### src/rtl/conv1d_par_pkg.sv
`default_nettype none
// +----------------------------------------------------------------------+
// | Module   : conv1d_par_pkg                                            |
// | Function : Shared types, defaults and helpers for the 1-D            |
// |            convolution engine.                                       |
// | Revision : 1.0 - initial release                                     |
// +----------------------------------------------------------------------+
package conv1d_par_pkg;

    // Engine sequencing states
    typedef enum logic [2:0] {
        IDLE   = 3'd0,
        LOAD_K = 3'd1,
        MAC    = 3'd2,
        WRITE  = 3'd3,
        DONE   = 3'd4
    } state_t;

    // Default geometry: kernel at word 0, inputs right after it, and the
    // remaining space split evenly between inputs and outputs.
    localparam int DEF_DATA_WIDTH  = 16;
    localparam int DEF_MAX_KERNEL  = 8;
    localparam int DEF_NUM_WORDS   = 128;
    localparam int DEF_KERNEL_BASE = 0;
    localparam int DEF_IN_BASE     = DEF_MAX_KERNEL;
    localparam int DEF_OUT_BASE    = DEF_IN_BASE + (DEF_NUM_WORDS - DEF_MAX_KERNEL) / 2;

    // Accumulator sized so that MaxKernel (<= 8) full-scale products can
    // never overflow: 2*W product bits plus 3 growth bits.
    function automatic int acc_width(input int data_width);
        return 2 * data_width + 3;
    endfunction

endpackage
`default_nettype wire

### src/rtl/conv1d_par_mac.sv
`default_nettype none
// +----------------------------------------------------------------------+
// | Module   : conv1d_par_mac                                            |
// | Function : Signed multiply-accumulate with arithmetic shift, optional |
// |            ReLU and saturation to the sample width.                  |
// | Revision : 1.0 - initial release                                     |
// +----------------------------------------------------------------------+
module conv1d_par_mac
    import conv1d_par_pkg::*;
#(
    parameter int DataWidth = DEF_DATA_WIDTH
) (
    input  logic                        clk_i,
    input  logic                        rst_ni,
    input  logic                        clear_i,
    input  logic                        acc_en_i,
    input  logic signed [DataWidth-1:0] sample_i,
    input  logic signed [DataWidth-1:0] weight_i,
    input  logic        [4:0]           shift_i,
    input  logic                        relu_en_i,
    output logic signed [DataWidth-1:0] result_o
);
    localparam int AccWidth = acc_width(DataWidth);
    localparam logic signed [AccWidth-1:0] SatMax = AccWidth'((2 ** (DataWidth - 1)) - 1);
    localparam logic signed [AccWidth-1:0] SatMin = ~SatMax;

    logic signed [2*DataWidth-1:0] product;
    logic signed [AccWidth-1:0]    product_ext;
    logic signed [AccWidth-1:0]    acc;
    logic signed [AccWidth-1:0]    shifted;
    logic signed [AccWidth-1:0]    clamped;

    assign product     = sample_i * weight_i;
    assign product_ext = $signed({{(AccWidth - 2*DataWidth){product[2*DataWidth-1]}}, product});

    // Accumulator: cleared on entry to each output, summed once per tap
    always_ff @(posedge clk_i or negedge rst_ni) begin
        if (!rst_ni) begin
            acc <= '0;
        end else if (clear_i) begin
            acc <= '0;
        end else if (acc_en_i) begin
            acc <= acc + product_ext;
        end
    end

    // Post-processing: floor shift, optional ReLU, then clamp to sample range
    always_comb begin
        shifted = acc >>> shift_i;
        clamped = shifted;
        if (relu_en_i && shifted[AccWidth-1]) begin
            clamped = '0;
        end
        if (clamped > SatMax) begin
            clamped = SatMax;
        end else if (clamped < SatMin) begin
            clamped = SatMin;
        end
        result_o = clamped[DataWidth-1:0];
    end

endmodule
`default_nettype wire

### src/rtl/conv1d_par_engine.sv
`default_nettype none
// +----------------------------------------------------------------------+
// | Module   : conv1d_par_engine                                         |
// | Function : Sequential 1-D convolution engine sharing a single-port   |
// |            SRAM with a host bus; loads kernel, computes N-K+1        |
// |            outputs and writes them back.                             |
// | Revision : 1.0 - initial release                                     |
// +----------------------------------------------------------------------+
module conv1d_par_engine
    import conv1d_par_pkg::*;
#(
    parameter int DataWidth  = DEF_DATA_WIDTH,
    parameter int MaxKernel  = DEF_MAX_KERNEL,
    parameter int NumWords   = DEF_NUM_WORDS,
    parameter int KernelBase = DEF_KERNEL_BASE,
    parameter int InBase     = MaxKernel,
    parameter int OutBase    = InBase + (NumWords - MaxKernel) / 2,
    localparam int AddrWidth = $clog2(NumWords)
) (
    input  logic                 clk_i,
    input  logic                 rst_ni,
    input  logic                 start_i,
    input  logic [3:0]           klen_i,
    input  logic [AddrWidth-1:0] len_i,
    input  logic [4:0]           shift_i,
    input  logic                 relu_en_i,
    output logic                 mem_req_o,
    output logic                 mem_we_o,
    output logic [AddrWidth-1:0] mem_addr_o,
    output logic [31:0]          mem_wdata_o,
    input  logic [31:0]          mem_rdata_i,
    output logic                 ext_gnt_o,
    output logic                 busy_o,
    output logic                 done_o,
    output logic                 err_o
);
    localparam int KIdxWidth = (MaxKernel > 1) ? $clog2(MaxKernel) : 1;
    localparam logic [3:0]           MaxK   = 4'(MaxKernel);
    localparam logic [AddrWidth-1:0] MaxLen = AddrWidth'(OutBase - InBase);

    state_t                      state;
    state_t                      state_nxt;
    logic [3:0]                  cnt;
    logic [3:0]                  k_len;
    logic [AddrWidth-1:0]        idx;
    logic [AddrWidth-1:0]        n_len;
    logic [4:0]                  shift_amt;
    logic                        relu_en;
    logic                        err_flag;
    logic signed [DataWidth-1:0] weights [MaxKernel];
    logic                        cfg_ok;
    logic                        last_out;
    logic                        mac_clear;
    logic                        mac_en;
    logic [KIdxWidth-1:0]        widx;
    logic signed [DataWidth-1:0] sample;
    logic signed [DataWidth-1:0] result;
    logic                        unused_rdata_hi;

    // Configuration legality is judged on the live inputs at start
    assign cfg_ok = (klen_i != 4'd0) && (klen_i <= MaxK) &&
                    (len_i >= AddrWidth'(klen_i)) && (len_i <= MaxLen);

    assign last_out        = (idx == (n_len - AddrWidth'(k_len)));
    // Read data always belongs to the request issued one cycle earlier
    assign widx            = KIdxWidth'(cnt - 4'd1);
    assign sample          = $signed(mem_rdata_i[DataWidth-1:0]);
    assign unused_rdata_hi = ^mem_rdata_i[31:DataWidth];
    assign mem_wdata_o     = {{(32 - DataWidth){result[DataWidth-1]}}, result};
    assign err_o           = err_flag;

    // State register
    always_ff @(posedge clk_i or negedge rst_ni) begin
        if (!rst_ni) begin
            state <= IDLE;
        end else begin
            state <= state_nxt;
        end
    end

    // Next-state and SRAM/handshake outputs
    always_comb begin
        state_nxt  = state;
        mem_req_o  = 1'b0;
        mem_we_o   = 1'b0;
        mem_addr_o = '0;
        ext_gnt_o  = 1'b0;
        busy_o     = 1'b0;
        done_o     = 1'b0;
        mac_clear  = 1'b0;
        mac_en     = 1'b0;
        case (state)
            IDLE: begin
                ext_gnt_o = 1'b1;
                if (start_i) begin
                    state_nxt = cfg_ok ? LOAD_K : DONE;
                end
            end
            LOAD_K: begin
                busy_o = 1'b1;
                if (cnt < k_len) begin
                    mem_req_o  = 1'b1;
                    mem_addr_o = AddrWidth'(KernelBase) + AddrWidth'(cnt);
                end
                if (cnt == k_len) begin
                    state_nxt = MAC;
                    mac_clear = 1'b1;
                end
            end
            MAC: begin
                busy_o = 1'b1;
                if (cnt < k_len) begin
                    mem_req_o  = 1'b1;
                    mem_addr_o = AddrWidth'(InBase) + idx + AddrWidth'(cnt);
                end
                mac_en = (cnt != 4'd0);
                if (cnt == k_len) begin
                    state_nxt = WRITE;
                end
            end
            WRITE: begin
                busy_o     = 1'b1;
                mem_req_o  = 1'b1;
                mem_we_o   = 1'b1;
                mem_addr_o = AddrWidth'(OutBase) + idx;
                if (last_out) begin
                    state_nxt = DONE;
                end else begin
                    state_nxt = MAC;
                    mac_clear = 1'b1;
                end
            end
            DONE: begin
                done_o    = 1'b1;
                state_nxt = IDLE;
            end
            default: state_nxt = IDLE;
        endcase
    end

    // Configuration capture, tap counter and output index
    always_ff @(posedge clk_i or negedge rst_ni) begin
        if (!rst_ni) begin
            cnt       <= '0;
            idx       <= '0;
            k_len     <= '0;
            n_len     <= '0;
            shift_amt <= '0;
            relu_en   <= 1'b0;
            err_flag  <= 1'b0;
        end else begin
            case (state)
                IDLE: begin
                    if (start_i) begin
                        k_len     <= klen_i;
                        n_len     <= len_i;
                        shift_amt <= shift_i;
                        relu_en   <= relu_en_i;
                        err_flag  <= !cfg_ok;
                        cnt       <= '0;
                        idx       <= '0;
                    end
                end
                LOAD_K, MAC: begin
                    cnt <= (cnt == k_len) ? 4'd0 : cnt + 4'd1;
                end
                WRITE: begin
                    cnt <= '0;
                    idx <= idx + 1'b1;
                end
                default: ;
            endcase
        end
    end

    // Weight register file, filled one cycle behind each kernel read
    always_ff @(posedge clk_i or negedge rst_ni) begin
        if (!rst_ni) begin
            for (int j = 0; j < MaxKernel; j++) begin
                weights[j] <= '0;
            end
        end else if (state == LOAD_K && cnt != 4'd0) begin
            weights[widx] <= sample;
        end
    end

    conv1d_par_mac #(
        .DataWidth (DataWidth)
    ) u_mac (
        .clk_i     (clk_i),
        .rst_ni    (rst_ni),
        .clear_i   (mac_clear),
        .acc_en_i  (mac_en),
        .sample_i  (sample),
        .weight_i  (weights[widx]),
        .shift_i   (shift_amt),
        .relu_en_i (relu_en),
        .result_o  (result)
    );

endmodule
`default_nettype wire

### config.mk
export PLATFORM = sky130hd
export DESIGN_NAME = conv1d_par_engine
export DESIGN_NICKNAME = d
export VERILOG_FILES = /design/src/rtl/conv1d_par_pkg.sv /design/src/rtl/conv1d_par_mac.sv /design/src/rtl/conv1d_par_engine.sv
export SDC_FILE = /design/constraint.sdc
export NUM_CORES = 1
export LEC_CHECK = 0
export BUFFER_PORTS_ARGS = -buffer_cell sky130_fd_sc_hd__buf_2
export CORE_MARGIN = 8
export CORE_UTILIZATION = 55
export DETAILED_ROUTE_END_ITERATION = 12
export MAX_ROUTING_LAYER = met4
export PLACE_DENSITY = 0.84
export SYNTH_ARGS = -nofsm -noshare
export SYNTH_HDL_FRONTEND = slang
export SYNTH_HIERARCHICAL = 1
export SYNTH_SLANG_ARGS = --single-unit
### constraint.sdc
create_clock -name clk_i -period 7.7 [get_ports clk_i]
set_clock_uncertainty 0.2 [all_clocks]
set_input_delay 1.925 -clock clk_i [delete_from_list [all_inputs] [get_ports clk_i]]
set_output_delay 1.925 -clock clk_i [all_outputs]
set_load 0.005 [all_outputs]
* Yosys cells after proc, flatten, opt, wreduce, memory -nomap -nowiden *
Cells that the tools add are included.

operators by class
  add/subtract/negate cells = 8
  multiply operators = 1
  magnitude comparators = 8
  eq/ne operators = 9
  shift operators = 1
  muxes and demuxes = 35
  bitwise gates (word level) = 1
  reduce and logical (&&, ||, !) cells = 19

operator list
  cell                                                             count
  bitwise mux 128 bit                                              1
  2-to-1 mux 35 bit                                                3
  2-to-1 mux 16 bit                                                5
  binary-select mux 16 bit (select 3 bit)                          1
  demux 16 bit (select 3 bit)                                      1
  adder 35 x 32 -> 35 bit                                          1
  greater-than comparator 35 x 16 -> 1 bit, second input constant  1
  less-than comparator 35 x 16 -> 1 bit, second input constant     1
  >>> shifter 35 x 5 -> 35 bit                                     1
  multiplier 16 x 16 -> 32 bit                                     1
  case mux 7 bit (3 select lines)                                  1
  2-to-1 mux 3 bit                                                 5
  2-to-1 mux 7 bit                                                 2
  case mux 7 bit (2 select lines)                                  1
  2-to-1 mux 4 bit                                                 3
  case mux 3 bit (4 select lines)                                  1
  case mux 4 bit (3 select lines)                                  1
  2-to-1 mux 1 bit                                                 8
  nonzero test 4 bit                                               2
  adder 4 x 7 -> 7 bit, first input constant                       1
  adder 7 x 1 -> 7 bit, second input constant                      1
  adder 7 x 4 -> 7 bit                                             1
  adder 7 bit, first input constant                                1
  == test 7 bit                                                    1
  other kinds (25)                                                 37

storage, ports and cells
  bits in registers = 195
  output and inout bits = 45

* Longest topological paths before layout *
  word-level depth = 9
  mapped depth = 32

* Hierarchy *
The synthesis kept the hierarchy.

by module, submodules not included
  module             times used  cells each  area an instance (um^2)
  conv1d_par_mac     1           1713        15278.4
  conv1d_par_engine  1           680         8166.6

* Least setup slack after synthesis *
OpenSTA, ideal clock, no wires.

  path kind = register to register
  start point = register cnt[0]
  end point = register u_mac.acc[33]
  library setup time = 0.132 ns
  data arrival time = 7.972 ns
  setup slack = -0.604 ns
  cell stages (with the launch flop) = 30
  buffers on the path = 3
  period minus slack after synthesis = 8.304 ns
  cells stage by stage = dfrtp_1 buf_2 inv_1 ha_1 nand2b_1 nor2_1 clkbuf_1 a22oi_1 nand4_1 clkbuf_1 nand2_1 inv_1 fa_1 fa_1 fa_1 fa_1 fa_1 inv_1 fa_1 inv_1 ha_1 a21o_1 a21o_1 o21ai_0 a31oi_1 o41ai_1 o21ai_0 xor2_1 mux2i_1 nor2_1

on the way
  cells in the longest elaborated chain, start to end = 9
  elaborated cells between the ends (all ways) = 15
  classes of those cells = 2 x add/sub; 1 x mul; 1 x eq/ne; 8 x mux; 1 x bitwise; 2 x reduce/logical

ends and longest elaborated chain
  item                                                  RTL line                  text
  start: declaration                                    conv1d_par_engine.sv:43   logic [3:0] cnt;
  start signal: assignment                              conv1d_par_engine.sv:165  cnt <= (cnt == k_len) ? 4'd0 : cnt + 4'd1;
  subtractor 3 x 1 -> 3 bit                             conv1d_par_engine.sv:66   assign widx = KIdxWidth'(cnt - 4'd1);
  inverter 3 -> 4 bit (implied by the code)             conv1d_par_engine.sv:195  .weight_i (weights[widx]),
  binary-select mux 16 bit (select 3 bit)               conv1d_par_engine.sv:195
  2-to-1 mux 16 bit (implied by the code) (2 in a row)  conv1d_par_engine.sv:195
  multiplier 16 x 16 -> 32 bit                          conv1d_par_mac.sv:33      assign product = sample_i * weight_i;
  adder 35 x 32 -> 35 bit                               conv1d_par_mac.sv:43      acc <= acc + product_ext;
  2-to-1 mux 35 bit                                     conv1d_par_mac.sv:42      end else if (acc_en_i) begin
  2-to-1 mux 35 bit                                     conv1d_par_mac.sv:40      end else if (clear_i) begin
  end signal: assignment                                conv1d_par_mac.sv:43
  end: declaration                                      conv1d_par_mac.sv:29      logic signed [AccWidth-1:0] acc;

Several ways; a longest one is shown, not always the timed one. The select of a mux whose other input is x is not followed.
A chain may end at the register's enable or synchronous reset.

* Worst setup path after layout *
  start point = register cnt[0]
  end point = register u_mac.acc[34]

The elaborated chain is that of the path after synthesis.

==> results.ini <==
[status]
outcome = complete, but fails checks
violations = negative setup slack

[global_route]
track_usage_pct = 26.3
antenna_found_initial = 4
grt_pass1_vias = 20261
grt_pass1_wl_um = 103000
grt-ovfl-total = 0
grt_max_degree = 122

[yosys]
synth.distinct_cells = 87
async_flop_share_pct = 100
syn_inst = 2393
syn_area_per_cell_um2 = 9.80
ys_seq_area_share_pct = 20.8
synth_area_mm2 = 0.0234
synth_nets = 2885
synth_edf_count = 0
yosys_warnings = 6
synth-main-ff-cell = dfrtp_1
synth_seq_cells = 195

[placed_design]
hpwl_um = 45700
place_congestion = 0.910
dp_slack_ps = -443
portBuffers = 80

[sta]
relSlewSlack_pct = 21.4
grt_setup_unrepaired = true
hold_violations = 0
drv_slew = 0
final.period_utilization_pct = 102
fin_crit_ps = 7840
worstMarginPinSlew_ps = 1170
finalSetupViolCount = 9
fmax_mhz = 128
setup_ws_ps = -137

[finish]
area_growth_pct = 17.2
fillCellCount = 2871
mostFrequentLayoutCell = inv_1
drive_gt1_share_pct = 26.6
post-route-util_pct = 65.3
final_cell_mix = inv_1 (376), fa_1 (297), nand2_1 (246), buf_4 (237), dfrtp_1 (193)
fin_nets = 3129

[critical_path]
crit_fanout = 9
r2r_cells = 31
cp-end-kind = flip-flop
crit_arrival_ps = 7980
critical_path_class = flip-flop to flip-flop
path_depth = 31
slowest_delay_ps = 540
crit_slowest_cell = fa_1
startpoint_type = flip-flop
critPathBufInv = 11
required_ps = 7840
critical-path-top-delay-family = adder cells
critPathMostFrequentCell = fa_1

[floorplan]
dieArea_mm2 = 0.0495
die_h_um = 222
die_w_um = 222
ios = 97
row_count = 75
core-area_mm2 = 0.0420
initial_core_util_pct = 55.8

[routing]
drtIter0Drc = 1933
routedWlPerCell_um = 20.8
vias_per_cell = 6.02
num_vias = 19228
routed_wirelength_um = 66300
antenna_left = 0
first_pass_iters = 6
drc_errors = 0

[cts]
cts-root-buf = clkbuf_16
clock_latency_ps = 470
clkTransAtPathRegs_ps = 90
hold_buffers = 0
cts_tree = yes
cts_buffers = 17
htreeDepth = 4
clockBufferDepth = 2
clock-sinks = 195

[hold_path]
whs_path_depth = 2
hold_path_class = flip-flop to flip-flop

[flow_run]
cap_violations = 0

kinds of logic after synthesis:
kind of cell	Yosys count	share of synthesized area (%)
buffers and inverters	525	9.34
AOI/OAI and AO/OA	328	9.56
xor gates and xnor gates	54	2.18
adders and majority gates	440	33.5
and+or+nand+nor	626	13.4
DFF	195	20.8
muxes	225	11.3
cell usage after synthesis, types with 11 or more instances:
cell type / instances / area [um2]
inv_1: 395 / 1480
o21ai_2: 11 / 96.3
a211oi_1: 21 / 158
nor2_1: 99 / 372
and2_1: 129 / 807
buf_6: 13 / 146
o31ai_1: 11 / 82.6
a21oi_1: 63 / 315
xor2_1: 15 / 131
a21o_1: 14 / 105
nor2b_1: 12 / 75.1
mux4_2: 12 / 270
nand2b_1: 22 / 138
mux2i_1: 58 / 581
nand3_1: 25 / 125
a22oi_1: 67 / 503
fa_1: 312 / 6250
a31oi_1: 11 / 68.8
mux2_4: 12 / 180
nand4_1: 19 / 119
xnor2_1: 37 / 324
buf_4: 21 / 158
clkbuf_1: 70 / 263
dfrtp_1: 195 / 4880
nor3_1: 13 / 65.1
buf_2: 16 / 80.1
o21ai_0: 58 / 290
nand2_1: 252 / 946
mux2_2: 136 / 1530
o211ai_1: 16 / 120
ha_1: 128 / 1600
final timing paths:
check / from / endpoint / slack, ps
setup / recovery: cnt[0] / u_mac/acc[34] / -140
hold / removal: err_o / err_o / 290
setup reg to reg: cnt[0] / u_mac/acc[34] / -140
hold reg to reg: err_o / err_o / 290
max in group asynchronous: rst_ni / u_mac/acc[22] / 4290
min in group asynchronous: rst_ni / weights[75] / 1410
metrics by stage:
stage                     hold WS, ps  instance area, um2  instances  TNS, ps
after CTS                         291               26800       3155        0
after detailed placement          272               25600       3089    -3660
final                             286               27500       3193     -812
after global placement            266               25600       3089    -2000
after global routing              316               27500       3193    -4540
after floorplan                   240               23500       2393        0
flip-flops by register name (all words and copies together) (netlist names):
name       cells
k_len          4
cnt            4
n_len          7
relu_en        1
state          3
u_mac/acc     35
shift_amt      5
weights      128
err_o          1
idx            7
layer usage:
metal,wire length (um),global-route usage (%),up-vias
met3,4360,3.71,293
met2,33900,44.3,975
met4,3420,12.1,0
li1,-,-,8303
met1,24700,31.2,9657
met5,0,-,-
tightest hold or removal path, delay by kind of cell, from the launching register on:
kind | cells | cell delay (ps)
flip-flops | 1 | 340
AND/OR/NAND/NOR | 1 | 50
AO/OA/AOI/OAI | 1 | 60
area by class of cell:
cell class / instances / area (um2) / area share, %
multi-input cells: 1676 / 17100 / 62.1
flip-flops and latches: 195 / 4880 / 17.8
repair buffers: 352 / 2750 / 10.0
inverters: 395 / 1480 / 5.40
well taps: 539 / 674 / 2.46
clock buffers: 18 / 439 / 1.60
clock inverters: 14 / 176 / 0.642
diodes: 4 / 10.0 / 0.0364
what timing repair did:
action / CTS / global route
gates resized for setup: 60 / 85
hold endpoints to repair: 0 / 0
endpoints found under the setup margin: 16 / 18
setup buffers: 35 / 33
pin swaps: 39 / 74
gates cloned: 1 / 2
Power is left out: the tool's default activity adds up to more than one toggle a clock period on the data nets, which glitch-free logic cannot reach.
